### src/rtl/dff_piso_tx.sv
// dff_piso_tx: parallel-in serial-out transmitter with ready/valid load and shift enable
// Ports:
//   CLK      - clock, rising edge
//   RST      - asynchronous active-low reset
//   EN       - shift enable; the serial bit advances only on edges with EN=1
//   LD_VALID - parallel word offered
//   LD_DATA  - parallel word (WIDTH bits)
//   LD_READY - idle and able to accept a word
//   SDO      - serial data out, 0 when no frame bit is present
//   SVALID   - SDO carries a frame bit
//   DONE     - one-cycle pulse after the last bit has been shifted out
module dff_piso_tx #(
  parameter int WIDTH     = 8,
  parameter int MSB_FIRST = 1
) (
  input  logic             CLK,
  input  logic             RST,
  input  logic             EN,
  input  logic             LD_VALID,
  input  logic [WIDTH-1:0] LD_DATA,
  output logic             LD_READY,
  output logic             SDO,
  output logic             SVALID,
  output logic             DONE
);
  localparam int CW = $clog2(WIDTH);
  typedef enum logic {IDLE, SHIFT} state_t;
  state_t           state_q, state_d;
  logic [WIDTH-1:0] sr_q, sr_d;
  logic [CW-1:0]    cnt_q, cnt_d;
  logic             done_q, done_d;
  logic             last;
  always_comb begin
    state_d = state_q;
    sr_d    = sr_q;
    cnt_d   = cnt_q;
    done_d  = 1'b0;
    last    = cnt_q == CW'(WIDTH - 1);
    if (state_q == IDLE && LD_VALID) begin
      state_d = SHIFT;
      sr_d    = LD_DATA;
      cnt_d   = '0;
    end else if (state_q == SHIFT && EN) begin
      // The final bit leaves the register untouched; SDO is gated off in IDLE.
      state_d = last ? IDLE : SHIFT;
      done_d  = last;
      sr_d    = last ? sr_q : (MSB_FIRST != 0 ? {sr_q[WIDTH-2:0], 1'b0} : {1'b0, sr_q[WIDTH-1:1]});
      cnt_d   = last ? cnt_q : cnt_q + CW'(1);
    end
  end
  always_ff @(posedge CLK or negedge RST) begin
    if (!RST) begin
      state_q <= IDLE;
      sr_q    <= '0;
      cnt_q   <= '0;
      done_q  <= 1'b0;
    end else begin
      state_q <= state_d;
      sr_q    <= sr_d;
      cnt_q   <= cnt_d;
      done_q  <= done_d;
    end
  end
  assign LD_READY = state_q == IDLE;
  assign SVALID   = state_q == SHIFT;
  assign SDO      = SVALID & (MSB_FIRST != 0 ? sr_q[WIDTH-1] : sr_q[0]);
  assign DONE     = done_q;
endmodule
### config.mk
export PLATFORM = sky130hd
export DESIGN_NAME = dff_piso_tx
export DESIGN_NICKNAME = d
export VERILOG_FILES = /design/src/rtl/dff_piso_tx.sv
export SDC_FILE = /design/constraint.sdc
export NUM_CORES = 1
export LEC_CHECK = 0
export CAP_MARGIN = 25
export CORE_MARGIN = 2
export CORE_UTILIZATION = 35
export DETAILED_ROUTE_END_ITERATION = 10
export GPL_ROUTABILITY_DRIVEN = 1
export MAX_ROUTING_LAYER = met4
export PLACE_DENSITY_LB_ADDON = 0.25
export REMOVE_ABC_BUFFERS = 1
export SETUP_SLACK_MARGIN = 0.05
export SYNTH_ARGS = -nofsm -noshare
export SYNTH_HDL_FRONTEND = slang
export SYNTH_SLANG_ARGS = --single-unit
export TNS_END_PERCENT = 20
### constraint.sdc
create_clock -name CLK -period 1.7 [get_ports CLK]
set_input_delay 0.255 -clock CLK [delete_from_list [all_inputs] [get_ports CLK]]
set_output_delay 0.255 -clock CLK [all_outputs]
set_load 0.02 [all_outputs]
==> summary.md <==
| Metric | Value |
|---|---|
| Cell Chain, Critical Path | clkdlybuf4s50_1 |
| Worst Reg-to-Reg Cells | 6 |
| Max_cap viols | 0 |
| Largest delay share family, worst path | buffers and inverters |
| Area contributors post-synth | dfrtp_1, nand3_1, nand2_1, a21oi_2, ha_1 |
| Worst slew pin tran | ~600 ps |
| Final core utilization | 48.67% |
| Clk_lat worst skew | approximately 270 ps |
| Die ar. | about 2100 um^2 |
| Layout Skew | roughly 4.2 ps |
| Ys flop type | dfrtp_1 |
| Slew Viols, Final | 0 |
| Die X | roughly 46 um |
| Per-cell routed wire length | 11.75 um |
| CP endpoint kind | output port |
| First-pass GRT wire length | ~2 mm |
| Antenna-violating nets left | 0 |
| Final setup violating endpoints | 0 |
| XOR/XNOR Fraction of Synth Area | 0% |
| Type of the worst min-delay path | in2async |
| # fillers | ~170 |
| TritonCTS clock tree | built |
| R2r setup slk | 280 ps |
| Commonest cells in the netlist | nand2_1, dfrtp_1, nand3_1 |
| Mux cell area share after synthesis | 0% |
| Slowest stage delay, CP | ~620 ps |
| Cells after Synth | 66 |
| Area Growth Syn to Fin | 32.46% |
| Port Buf Inserts | 15 |
| Final hold violations | 0 |
| Yosys warns | 0 |
| Post-synthesis sequential area ratio | a little over half |
| Total number of vias | around 500 |
| Final period util | between 90% and 100% |
| Tmin final | approximately 1600 ps |
| Detail Placement HPWL | between 800 and 900 um |
| RSZ-0062 raised after global routing | false |
| Vias in the first global route | between 400 and 500 |
| Total grt overflow | 0 |
| I/O pin count | 16 |
| Clk buf depth | 2 |
| DR iter-0 viols | 15 |
| Clock H-tree levels | 1 |
| Total GRT Usage | 13.97% |
| Pre-Repair DR Iteration Count | 4 |
| Clock root buffer | clkbuf_4 |
| Yosys top cell area share | between 50% and 60% |
| Cell Pwr Density | 1266 nW/um^2 |
| Initial antenna violation count | 0 |
| Slew HR | roughly three fifths |
| Core Area | around 1700 um^2 |
| Dpl ws | 79.68 ps |
| Startpoint type of the worst setup path | flip-flop |
| Vias/cell | around 4.9 |
| Hold slack | 357.7 ps |
| FP Rows | 15 |
| Worst r2r src | cnt_q[0] |
| Worst-path clk slew | about 80 ps |
| Post-Synth Adder-Cell Area | under 10% |
| Fin Setup TNS | 0 ps |
| Total wire length | about 1.2 mm |
| CP arrival | approximately 1300 ps |
| Post-synthesis compound-gate area fraction | approximately 7.7% |
| Simple logic cell fraction of the synthesized area | 30.65% |
| # nets final | 100 |
| EDFF count, synth | 0 |
| Setup ws final | 128.0 ps |
| Crit-path max FO | 9 |
| Buffers and inverters on the worst path | 1 |
| Routability Congestion | 0.6849 |
| CTS Sinks | 13 |
| Post-Syn Area per Cell | around 9.4 um^2 |
| Antenna cell count | 0 |
| Crit path kind | reg2out |
| Starting density of the core | between 30 and 40% |
| Reg2Reg Capture Point | cnt_q[0] |
| Status | finished clean |
| Fmax achieved | ~640 MHz |
| CTS Buf Count | 3 |
| Max VDD drop | between 0.6 and 0.7 mV |
| Required @ worst endpoint | around 1400 ps |
| Total Power | 1.041 mW |
| Ratio of cells with drive above 1 in the final layout | 17.65% |
| Die H | 46.11 um |
| P_leak | ~0.41 nW |
| Yosys cell types | 18 |
| Synth Cell Area | 620.6 um^2 |
| Asr flop ratio synth | 100.0% |
| Residual DRC | 0 |
| Most common cell in the netlist | nand2_1 |
| Largest net degree at the start of global routing | 14 |
| Critical path's slowest cell | clkdlybuf4s50_1 |
| Largest family of logic cells by synthesized area | simple AND/OR/NAND/NOR gates |
| Seq cells post-synth | 13 |
| Most area-hungry cell type in the Yosys netlist | dfrtp_1 |
-- cells in the final DEF (no fill, tap or decap), types with 2 or more instances in the layout --
cell type,Yosys,layout
a21oi_2,4,4
buf_4,1,4
clkbuf_4,0,3
clkdlybuf4s50_1,0,13
dfrtp_1,13,12
ha_1,2,2
nand2_1,17,17
nand3_1,13,13
nor2_1,4,4
-- cell type report --
type | count | area [um^2] | share of cell area [%]
clock buffer | 4 | 26.28 | 3.196
multi-input combinational | 48 | 262.8 | 31.96
tap | 17 | 21.27 | 2.588
sequential | 13 | 326.6 | 39.73
timing repair buffer | 19 | 181.4 | 22.07
inverter | 1 | 3.754 | 0.4566
-- logic make-up (layout without fill, tap and decap cells) --
logic type / count (synthesis) / count (layout)
compound gates: 6 / 6
fa+ha+maj: 2 / 2
buf+inv: 5 / 24
flops: 13 / 13
simple gates: 40 / 40
-- layer usage --
metal  GRT usage (%)  share of wire (%)  wire, um  up-vias
met4           6.857                  0         0        0
met3           3.529                5.1        61        0
li1                -                  -         -      259
met2           20.00                 44       532       12
met1           18.27                 51       605      230
met5               -                  0         0        -
-- where the power goes --
group	total [mW]	switching [mW]	internal, mW
registers	0.490	0.0689	0.421
clock network	0.188	0.0972	0.0908
logic	0.363	0.183	0.181
total	1.04	0.349	0.692
-- how the worst max path moves through the flow --
stage	cells after the start	slack, ps	startpoint	end
after floorplan	5	270	cnt_q[0]	cnt_q[0]
after global placement	5	130	cnt_q[0]	cnt_q[0]
after detailed placement	5	80	cnt_q[0]	cnt_q[0]
after CTS	2	60	SVALID	LD_READY
after global routing	1	70	SVALID	SVALID
final	1	130	SVALID	SVALID
-- registers in the layout, summed over array words and instances (netlist names) --
register  cells
cnt_q         3
sr_q          8
SVALID        1
DONE          1
-- what timing repair did --
action / 4_1_cts / 5_1_grt
setup buffers: 0 / 1
endpoints found under the setup margin: 2 / 12
hold buffers: 0 / 0
gates resized for setup: 2 / 1
-- per-stage QoR --
step / instances / cell area (um^2)
after floorplan: 62 / 591.8
after global placement: 97 / 785.8
after detailed placement: 97 / 785.8
after CTS: 101 / 812.0
after global routing: 102 / 822.0
final: 102 / 822.0
(Power assumes the default switching activity.)
